==> src/rtl/sync_debounce.sv <==
// Per-bit debounce filter with registered rise/fall pulses and sticky event flags.
// The input bus must already be synchronous to clock.
module sync_debounce #(
    parameter int unsigned         WIDTH_MSB       = 0,
    parameter int unsigned         DEBOUNCE_CYCLES = 4,
    parameter logic [WIDTH_MSB:0]  RESET_VALUE     = '0
) (
    input  logic                 clock,
    input  logic                 reset_l,
    input  logic [WIDTH_MSB:0]   data_in,
    output logic [WIDTH_MSB:0]   data_out,
    output logic [WIDTH_MSB:0]   rise,
    output logic [WIDTH_MSB:0]   fall,
    output logic                 any_change,
    output logic [WIDTH_MSB:0]   event_sticky,
    input  logic [WIDTH_MSB:0]   event_clear
);

    localparam int unsigned W     = WIDTH_MSB + 1;
    localparam int unsigned CNT_W = (DEBOUNCE_CYCLES > 1) ? $clog2(DEBOUNCE_CYCLES) : 1;
    localparam logic [CNT_W-1:0] CNT_LAST = CNT_W'(DEBOUNCE_CYCLES - 1);

    logic [CNT_W-1:0]  cnt      [W];
    logic [CNT_W-1:0]  cnt_next [W];
    logic [WIDTH_MSB:0] data_next;
    logic [WIDTH_MSB:0] rise_next;
    logic [WIDTH_MSB:0] fall_next;
    logic [WIDTH_MSB:0] sticky_next;

    // Count consecutive differing samples; accept the new level on the last one.
    always_comb begin
        data_next = data_out;
        rise_next = '0;
        fall_next = '0;
        for (int i = 0; i < W; i++) begin
            cnt_next[i] = '0;
            if (data_in[i] != data_out[i]) begin
                if (cnt[i] == CNT_LAST) begin
                    data_next[i] = data_in[i];
                    rise_next[i] = data_in[i];
                    fall_next[i] = ~data_in[i];
                end else begin
                    cnt_next[i] = cnt[i] + CNT_W'(1);
                end
            end
        end
        // A new event wins over a simultaneous clear so nothing is lost.
        sticky_next = (event_sticky & ~event_clear) | rise_next | fall_next;
    end

    always_ff @(posedge clock or negedge reset_l) begin
        if (!reset_l) begin
            data_out     <= RESET_VALUE;
            rise         <= '0;
            fall         <= '0;
            any_change   <= 1'b0;
            event_sticky <= '0;
            for (int i = 0; i < W; i++) begin
                cnt[i] <= '0;
            end
        end else begin
            data_out     <= data_next;
            rise         <= rise_next;
            fall         <= fall_next;
            any_change   <= |(rise_next | fall_next);
            event_sticky <= sticky_next;
            for (int i = 0; i < W; i++) begin
                cnt[i] <= cnt_next[i];
            end
        end
    end

endmodule

==> config.mk <==
export PLATFORM = sky130hd
export DESIGN_NAME = sync_debounce
export DESIGN_NICKNAME = d
export VERILOG_FILES = /design/src/rtl/sync_debounce.sv
export SDC_FILE = /design/constraint.sdc
export NUM_CORES = 1
export LEC_CHECK = 0
export BUFFER_PORTS_ARGS = -buffer_cell sky130_fd_sc_hd__buf_2
export CORE_AREA = 4 4 41 43
export DETAILED_ROUTE_END_ITERATION = 7
export DIE_AREA = 0 0 45 47
export PLACE_DENSITY = 0.49
export SYNTH_ARGS = -nofsm -noshare
export SYNTH_HDL_FRONTEND = slang
export SYNTH_SLANG_ARGS = --single-unit
export TNS_END_PERCENT = 50
==> constraint.sdc <==
create_clock -name clock -period 0.9 [get_ports clock]
set_input_delay 0.09 -clock clock [delete_from_list [all_inputs] [get_ports clock]]
set_output_delay 0.09 -clock clock [all_outputs]
set_load 0.02 [all_outputs]
Yosys cells after proc, flatten, opt, wreduce, memory -nomap -nowiden
Index checks and enable logic that the tools add are counted.
- register bits: 7
- output and inout bits: 5
- bits of input ports: 4
- equal/unequal tests: 2
- reductions and logical operators: 1
- $add $sub $neg: 1
- multiplexer cells: 6
- bitwise logic cells: 6
- operator list (kind ; number):
    two-way mux 1 bit ; 4
    two-way mux 2 bit ; 2
    bitwise OR 1 bit ; 3
    adder 2 x 1 -> 2 bit (second input constant) ; 1
    == test 2 bit (second input constant) ; 1
    NOT 1 bit ; 2
    AND reduction 2 bit ; 1
    bitwise AND 1 bit ; 1
    != test 1 bit ; 1

Longest topological paths before layout
Gate-level depths: netlist of run 1.
- depth in word-level cells: 5
- gate-level depth with buffers: 3

Worst setup path before layout of run 1
No wires, ideal clock.
- path type: flip-flop to flip-flop
- start: register cnt[0] (netlist name)
- end: register data_out
- arrival: 0.920 ns
- cell stages (with the launch flop): 3
- path slack: -0.148 ns
- clock period less this slack: 1.048 ns
- path buffers: 0
- cells stage by stage: dfrtp_1 ha_1 mux2_1
- word-level cells in the longest chain between the ends: 2
- ends and longest elaborated chain (element ; RTL line ; RTL):
    start, declared ; 23 ; logic [CNT_W-1:0] cnt [W];
    start signal, assigned by index ; 68 ; cnt[i] <= cnt_next[i];
    == test 2 bit ; 38 ; if (cnt[i] == CNT_LAST) begin
    AND reduction 2 bit (no line) ; -- ;
    end signal, assigned ; 62 ; data_out <= data_next;
    end, declared ; 11 ; output logic [WIDTH_MSB:0] data_out,
No other way between the ends.
A chain may end at the register's enable or synchronous reset.

Worst setup path after layout of run 1
Same ends and word-level chain as after synthesis.

==> qor.yml, run 1 <==
outcome: "complete, but fails checks"
violations: "setup timing"
fillCellCount: 140
overflow: 0
grtUsageTotal: 0.06385
grt_pass1_wl_um: 869
post-route-util: 0.3135
hold_viol_final: 0
end_kind: "flop"
num_vias: 187
wl_per_cell_um: 10.54
drt-initial-drc-count: 3
clk_latency_ns: 0.25
p_leak_nw: 0.2309
synth_area_leaders: "dfrtp_1 64%, ha_1 9.1%, nand3b_1 5.5%, mux2_1 4.1%, nor3_2 3.7%"
fin_skew_ns: 0.001867
yosysUniqueCellTypes: 11
r2r_cells: 2
final_nets: 42
fin_ws_ns: -0.1140
synth_fa_ha_area_frac: 0.09132
synth_xor_area_frac: 0.03196
max_cap_viol_count: 0
synth_top_area_cell: "dfrtp_1"
drive_above_1_share: 0.4857
port-buffer-count: 8
worst_pin_slew_ns: 0.2338
postCtsSetupBuffers: 0
final_common_cell: "buf_2"
fp.dieW_um: 45
tns_ns: -0.3000
finalPower_mw: 1.155
synth_warnings: 0
final_cell_mix: "7 x buf_2, 6 x dfrtp_1, 3 x clkbuf_4"
initial_core_util: 0.2106
arrival_ns: 1.15
fp.coreArea_um2: 1301
fin_crit_ns: 1.014
ant_nets: 0
antenna_found_initial: 0
hold_path_depth: 3
synth_compound_area_frac: 0
die_area_um2: 2115
setup_viol: 8
synth_top_family_by_area: "simple AND/OR/NAND/NOR gates"
synth_cells: 20
syn_nets: 26
yosysSeqAreaShare: 0.6393
worstPathRequired_ns: 1.03
powerDensity_nw_per_um2: 2831
drcViolationCount: 0
post_dp_cell_area_um2: 354.1
dp_slack_ns: -0.1138
path_max_fanout: 3
boundaryPins: 9
clockRootBuffer: "clkbuf_4"
clock_path_buffers: 2
vias_per_cell: 3.740
area_delta_synth_final_pct: 48.86
first_pass_iters: 2
diodes: 0
first_global_vias: 216
wl_um: 527
cts_tree: "done"
dpl.hpwl_um: 404.8
finalCritPeriodShare: 1.127
hold_class: "in2reg"
rsz0062_at_grt: "true"
clk_pin_slew_ns: 0.05
netlist_area_um2: 274.0
ir_drop_uv: 937.1
ys_seq_elements: 7
numCtsBuffers: 3
gp_congestion: 0.6003
rows: 13
synthMuxAreaShare: 0.04110
syn_area_per_cell_um2: 13.70
synth-simple-area-share: 0.1689
hold_ws_ns: 0.1302
critPathKind: "reg2reg"
cp-start-kind: "flop"
fin_area_um2: 407.9
htree_levels: 1
layout.cells.non_filler: 50
grt_start_max_net_pins: 8
cts_sinks: 7
dp.cells: 45
drv_slew: 0
timing.fmax_mhz: 986.2
slew_headroom: 0.8430
die_h_um: 47
yosysTopAreaCellShare: 0.6393
[what timing repair did]
item | in CTS | in global routing
hold buffers | 1 | 0
pin swaps | 2 | 1
endpoints found under the hold margin | 7 | 0
gates cloned | 0 | 0
setup endpoints to repair | 7 | 9
gates resized for setup | 3 | 1
[path summary, 6_finish.rpt]
path                                   start      endpoint  slack, ns
worst min-delay path             event_clear  event_sticky       0.13
worst min register to register  event_sticky  event_sticky       0.50
worst max-delay path                  cnt[0]      data_out      -0.11
max in group asynchronous            reset_l        cnt[0]       0.53
min in group asynchronous            reset_l          rise       0.20
worst max register to register        cnt[0]      data_out      -0.11
[per-layer routing]
metal | vias up | wire length (µm) | track usage
li1 | 95 | - | -
met1 | 83 | 253 | 0.06557
met2 | 9 | 216 | 0.08475
met3 | 0 | 57 | 0.03831
met4 | 0 | 0 | 0.07018
met5 | - | 0 | 0
[sequential cells by signal (all words and copies together) (netlist names)]
register,flops
rise,1
fall,1
event_sticky,1
any_change,1
cnt,2
data_out,1
[critical path, stage by stage, from the launching register on]
cell     delay (ns)
dfrtp_2        0.43
ha_4           0.18
mux2_4         0.29
[cell type report]
class / count / area [µm²] / share of cell area
Timing Repair Buffer: 11 / 71.32 / 0.1748
Tap cell: 15 / 18.77 / 0.04601
Multi-Input combinational cell: 11 / 107.6 / 0.2638
Inverter: 2 / 7.507 / 0.01840
Sequential cell: 7 / 176.4 / 0.4325
Clock buffer: 4 / 26.28 / 0.06442
[cell families after synthesis]
group,count (synthesis)
XOR/XNOR,1
adder cells (fa/ha/maj),2
buffers and inverters,2
flip-flops,7
multiplexers,1
AND/OR/NAND/NOR,7
[where the power goes]
part | switching [mW] | internal [mW] | leakage [nW] | total (mW)
combinational | 0.162 | 0.221 | 0.124 | 0.383
clock | 0.112 | 0.169 | 0.0150 | 0.281
sequential | 0.0885 | 0.401 | 0.0919 | 0.490
total | 0.363 | 0.791 | 0.231 | 1.15
[Yosys cell counts]
| cell type | count |
|---|---|
| ha_1 | 2 |
| xnor2_1 | 1 |
| dfrtp_1 | 7 |
| nor3_2 | 1 |
| nand2_1 | 1 |
| nand3_1 | 1 |
| inv_1 | 2 |
| nor2b_1 | 1 |
| nand3b_1 | 2 |
| mux2_1 | 1 |
| nand2b_1 | 1 |
(Power assumes the default switching activity.)
==> run 2: changes to the inputs <==
Settings changed: CORE_AREA 4 4 41 43 to 2 2 39 41, DIE_AREA 0 0 45 47 to 0 0 41 43.
==> qor.yml, run 2 (synthesis results as in run 1) <==
htree_levels: 1  # unchanged
drt-initial-drc-count: 0  # was 3
ir_drop_uv: 1385  # was 937.1 µV
post-route-util: 0.3156  # was 0.3135
fin_crit_ns: 1.022  # was 1.014 ns
antenna_found_initial: 0  # unchanged
drcViolationCount: 0  # unchanged
clockRootBuffer: "clkbuf_4"  # unchanged
crit_slowest_cell: "dfrtp_1"  # was dfrtp_2
port-buffer-count: 8  # unchanged
boundaryPins: 9  # unchanged
finalCritPeriodShare: 1.135  # was 1.127
wl_um: 586  # was 527 µm
path_max_fanout: 3  # unchanged
slew_headroom: 0.8511  # was 0.8430
timing.fmax_mhz: 978.8  # was 986.2 MHz
grt_pass1_wl_um: 855  # was 869 µm
rows: 14  # was 13
final_nets: 44  # was 42
largest_register: "cnt"  # unchanged
worst_pin_slew_ns: 0.2222  # was 0.2338 ns
fin_skew_ns: 0.001204  # was 0.001867 ns
numCtsBuffers: 3  # unchanged
clk_latency_ns: 0.25  # about the same
critPathMaxStageDelay_ns: 0.42  # was 0.43 ns
arrival_ns: 1.15  # about the same
hold_viol_final: 0  # unchanged
gp_congestion: 0.5989  # was 0.6003
wl_per_cell_um: 11.06  # was 10.54 µm
grtUsageTotal: 0.07996  # was 0.06385
clk_pin_slew_ns: 0.05  # about the same
final_cell_mix: "7 x dfrtp_1, 7 x buf_2, 4 x buf_4, 3 x clkbuf_4"  # was 7 x buf_2, 6 x dfrtp_1, 3 x clkbuf_4
first_global_vias: 214  # was 216
cts_sinks: 7  # unchanged
fin_ws_ns: -0.1216  # was -0.1140 ns
num_vias: 208  # was 187
violations: "setup timing"  # unchanged
cts_tree: "done"  # unchanged
powerDensity_nw_per_um2: 2929  # was 2831 nW/µm²
clock_path_buffers: 2  # unchanged
ant_nets: 0  # unchanged
hold_class: "in2reg"  # unchanged
vias_per_cell: 3.925  # was 3.740
critPathKind: "reg2reg"  # unchanged
setup_viol: 7  # was 8
initial_core_util: 0.1980  # was 0.2106
diodes: 0  # unchanged
dpl.hpwl_um: 410.2  # was 404.8 µm
die_h_um: 43  # was 47 µm
worstPathRequired_ns: 1.03  # about the same
path_delay_family: "flip-flops"  # unchanged
outcome: "complete, but fails checks"  # unchanged
p_leak_nw: 0.2473  # was 0.2309 nW
drive_above_1_share: 0.5135  # was 0.4857
cp-start-kind: "flop"  # unchanged
fillCellCount: 134  # was 140
largest_reg_flops: 2  # unchanged
area_delta_synth_final_pct: 59.36  # was 48.86%
worst-path-buf-inv: 0  # unchanged
rsz0062_at_grt: "true"  # unchanged
crit_chain: "ha_4 -> mux2_4"  # unchanged
grt_start_max_net_pins: 8  # unchanged
fp.dieW_um: 41  # was 45 µm
fp.coreArea_um2: 1384  # was 1301 µm²
first_pass_iters: 1  # was 2
max_cap_viol_count: 0  # unchanged
drv_slew: 0  # unchanged
hold_ws_ns: 0.1251  # was 0.1302 ns
overflow: 0  # unchanged
die_area_um2: 1763  # was 2115 µm²
end_kind: "flop"  # unchanged
==> run 2: changes by cell type in the layout (fill, tap and decap cells not counted) <==
cell     previous run  this run
dfrtp_1             6         7
nor3_2              1         0
xnor2_2             0         1
dfrtp_2             1         0
nor3_4              0         1
buf_4               2         4
xnor2_1             1         0
==> run 2: final timing paths <==
| kind | start | end | slack [ns] | cells past startpoint |
|---|---|---|---|---|
| min in group asynchronous | reset_l | event_sticky | 0.20 | 2 |
| worst min register to register | event_sticky | event_sticky | 0.51 | 2 |
| worst max-delay path | cnt[0] | data_out | -0.12 | 2 |
| max in group asynchronous | reset_l | rise | 0.55 | 2 |
| worst min-delay path | event_clear | event_sticky | 0.13 | 3 |
| worst max register to register | cnt[0] | data_out | -0.12 | 2 |
==> run 2: through the flow <==
step                      cell area, µm²  setup WS [ns]  std cells  total power [mW]   TNS, ns
after floorplan                    280.3       -0.09172         20            0.6755  -0.09322
after global placement             355.3       -0.07520         46            0.7849   -0.1057
after detailed placement           355.3        -0.1162         46            0.8260   -0.2412
after CTS                          422.9        -0.1057         53             1.260   -0.3697
after global routing               436.7        -0.1450         53             1.360   -0.7066
final                              436.7        -0.1216         53             1.279   -0.3979
==> run 2: where the power goes <==
group | leakage (nW) | internal (mW) | switching, mW
logic | 0.139 | 0.299 | 0.212
registers | 0.0931 | 0.397 | 0.0914
clock network | 0.0150 | 0.169 | 0.111
==> run 2: cell type report <==
type | count | area, µm² | share of cell area
flip-flops and latches | 7 | 175.2 | 0.4011
clock buffers | 4 | 26.28 | 0.06017
well taps | 16 | 20.02 | 0.04585
inverters | 2 | 7.507 | 0.01719
repair buffers | 13 | 86.33 | 0.1977
multi-input cells | 11 | 121.4 | 0.2779
==> run 2: tightest hold or removal path: stages <==
cell	delay, ns
buf_2	0.07
nand2b_1	0.09
nand3_1	0.07
==> run 2: layer usage <==
layer  up-vias  part of all wire  track usage
met2        11              0.50       0.1156
met3         0              0.10      0.06283
li1         98                 -            -
met1        99              0.39      0.07921
met4         0                 0      0.04000
met5         -                 0            0
==> run 2: timing repair <==
action / 4_1_cts / 5_1_grt
endpoints found under the hold margin: 7 / 0
gates resized for setup: 3 / 2
hold buffers: 1 / 0
pin swaps: 1 / 1
cloned: 0 / 0
endpoints found under the setup margin: 8 / 8
setup buffers: 2 / 0
==> run 3: changes to the inputs <==
Settings changed: ABC_AREA from default to 1.
==> qor.yml, run 3 <==
clk_latency_ns: 0.25  # about the same
ys_seq_elements: 7  # unchanged
diodes: 0  # unchanged
max_cap_viol_count: 0  # unchanged
synth_fa_ha_area_frac: 0.08850  # was 0.09132
first_pass_iters: 1  # unchanged
area_delta_synth_final_pct: 57.08  # was 59.36%
ant_nets: 0  # unchanged
arrival_ns: 1.02  # was 1.15 ns
drive_above_1_share: 0.5581  # was 0.5135
clock_path_buffers: 2  # unchanged
synthFlopType: "dfrtp_1"  # unchanged
synth_area_leaders: "dfrtp_1 62%, inv_1 9.3%, ha_1 8.8%, nand2_1 8.0%, nand3_1 5.3%"  # was dfrtp_1 64%, ha_1 9.1%, nand3b_1 5.5%, mux2_1 4.1%, nor3_2 3.7%
setup_viol: 0  # was 7
synth-simple-area-share: 0.1327  # was 0.1689
largest_register: "cnt"  # unchanged
synth_xor_area_frac: 0  # was 0.03196
p_leak_nw: 0.2542  # was 0.2473 nW
drt-initial-drc-count: 0  # unchanged
syn_area_per_cell_um2: 9.751  # was 13.70 µm²
timing.fmax_mhz: 1123  # was 978.8 MHz
grtUsageTotal: 0.07863  # was 0.07996
yosysTopAreaCellShare: 0.6195  # was 0.6393
synth_warnings: 0  # unchanged
slew_headroom: 0.8928  # was 0.8511
clockRootBuffer: "clkbuf_4"  # unchanged
fp.coreArea_um2: 1384  # unchanged
hold_class: "in2reg"  # unchanged
wl_per_cell_um: 10.05  # was 11.06 µm
finalCritPeriodShare: 0.9891  # was 1.135
fillCellCount: 140  # was 134
synthArstFlopShare: 1.000  # unchanged
yosysUniqueCellTypes: 8  # was 11
synth_edf_count: 0  # unchanged
drcViolationCount: 0  # unchanged
outcome: "finished clean"  # was complete, but fails checks
ir_drop_uv: 989.3  # was 1385 µV
die_h_um: 43  # unchanged
end_kind: "flop"  # unchanged
worstPathRequired_ns: 1.03  # about the same
finalPower_mw: 1.282  # was 1.279 mW
final_cell_mix: "7 x dfrtp_1, 7 x buf_2, 5 x inv_1, 5 x nand2_1"  # was 7 x dfrtp_1, 7 x buf_2, 4 x buf_4, 3 x clkbuf_4
synthMuxAreaShare: 0  # was 0.04110
critPathKind: "reg2reg"  # unchanged
wl_um: 593  # was 586 µm
vias_per_cell: 3.780  # was 3.925
grt_pass1_wl_um: 869  # was 855 µm
dpl.hpwl_um: 409  # was 410.2 µm
initial_core_util: 0.2043  # was 0.1980
rows: 14  # unchanged
die_area_um2: 1763  # unchanged
clk_pin_slew_ns: 0.06  # was 0.05 ns
powerDensity_nw_per_um2: 2887  # was 2929 nW/µm²
synth_top_family_by_area: "simple AND/OR/NAND/NOR gates"  # unchanged
yosysSeqAreaShare: 0.6195  # was 0.6393
synth_compound_area_frac: 0.05310  # was 0
cts_tree: "done"  # unchanged
worst_pin_slew_ns: 0.1608  # was 0.2222 ns
synth_top_area_cell: "dfrtp_1"  # unchanged
fin_skew_ns: 0.008024  # was 0.001204 ns
grt_start_max_net_pins: 8  # unchanged
fin_crit_ns: 0.8902  # was 1.022 ns
rsz0062_at_grt: "true"  # unchanged
largest_reg_flops: 2  # unchanged
antenna_found_initial: 0  # unchanged
drv_slew: 0  # unchanged
fp.dieW_um: 41  # unchanged
gp_congestion: 0.6443  # was 0.5989
synth_cells: 29  # was 20
port-buffer-count: 8  # unchanged
syn_nets: 35  # was 26
numCtsBuffers: 3  # unchanged
num_vias: 223  # was 208
overflow: 0  # unchanged
final_nets: 50  # was 44
htree_levels: 1  # unchanged
hold_ws_ns: 0.1095  # was 0.1251 ns
hold_viol_final: 0  # unchanged
first_global_vias: 212  # was 214
cts_sinks: 7  # unchanged
path_max_fanout: 3  # unchanged
netlist_top_cells_count: "7 x dfrtp_1, 7 x inv_1, 6 x nand2_1, 3 x nand3_1"  # was 7 x dfrtp_1, 2 x ha_1, 2 x inv_1, 2 x nand3b_1
boundaryPins: 9  # unchanged
netlist_area_um2: 282.8  # was 274.0 µm²
cp-start-kind: "flop"  # unchanged
-- run 3: critical path: stages (launching register included) --
cell and delay, ns:
dfrtp_1 0.42, ha_2 0.20, nand3_2 0.09, nand3_2 0.06
-- run 3: worst paths after layout --
kind	from	endpoint	slack [ns]	cells after the start
max	cnt[1]	event_sticky	0.01	3
min	event_clear	event_sticky	0.11	4
max reg2reg	cnt[1]	event_sticky	0.01	3
min reg2reg	event_sticky	event_sticky	0.49	2
max in group asynchronous	reset_l	event_sticky	0.55	2
min in group asynchronous	reset_l	fall	0.19	2
-- run 3: logic make-up (layout without fill, tap and decap cells) --
logic type                 after synthesis  after routing
adders and majority gates                2              2
buffers and inverters                    8             22
DFF                                      7              7
and+or+nand+nor                          9              9
AOI/OAI and AO/OA                        3              3
-- run 3: metal layers --
metal	share of wire	vias up	track usage	routed length, µm
li1	-	115	-	-
met1	0.42	101	0.08469	247
met2	0.50	7	0.1156	294
met3	0.086	0	0.04712	51
met4	0	0	0.04000	0
met5	0	-	0	0
-- run 3: metrics by stage --
stage          cells  setup TNS [ns]  instance area (µm²)    util  setup WS (ns)
2_1_floorplan     29               0                285.3       -        0.02108
3_3_place_gp      53        -0.03599                345.3  0.2495       -0.03154
3_5_place_dp      53        -0.08792                345.3  0.2495       -0.04421
4_1_cts           59        -0.07018                405.4  0.2929       -0.02974
5_1_grt           59         -0.1290                444.2  0.3210       -0.02742
6_report          59               0                444.2  0.3210       0.009833
-- run 3: layout make-up --
class | instances | area (µm²) | area share
Tap cell | 16 | 20.02 | 0.04507
Timing Repair Buffer | 10 | 63.81 | 0.1437
Inverter | 8 | 30.03 | 0.06761
Sequential cell | 7 | 175.2 | 0.3944
Clock buffer | 4 | 26.28 | 0.05915
Multi-Input combinational cell | 14 | 128.9 | 0.2901
-- run 3: power by group --
group	leakage (nW)	switching, mW	internal (mW)
combinational	0.146	0.271	0.230
clock	0.0150	0.125	0.170
sequential	0.0937	0.0867	0.400
-- run 3: what timing repair did --
| item | 4_1_cts | 5_1_grt |
|---|---|---|
| buffers inserted | 1 | 0 |
| endpoints found under the hold margin | 7 | 0 |
| gates cloned | 0 | 0 |
| gates resized for setup | 5 | 10 |
| pin swaps | 0 | 4 |
| setup endpoints to repair | 7 | 8 |
| hold buffers | 1 | 0 |
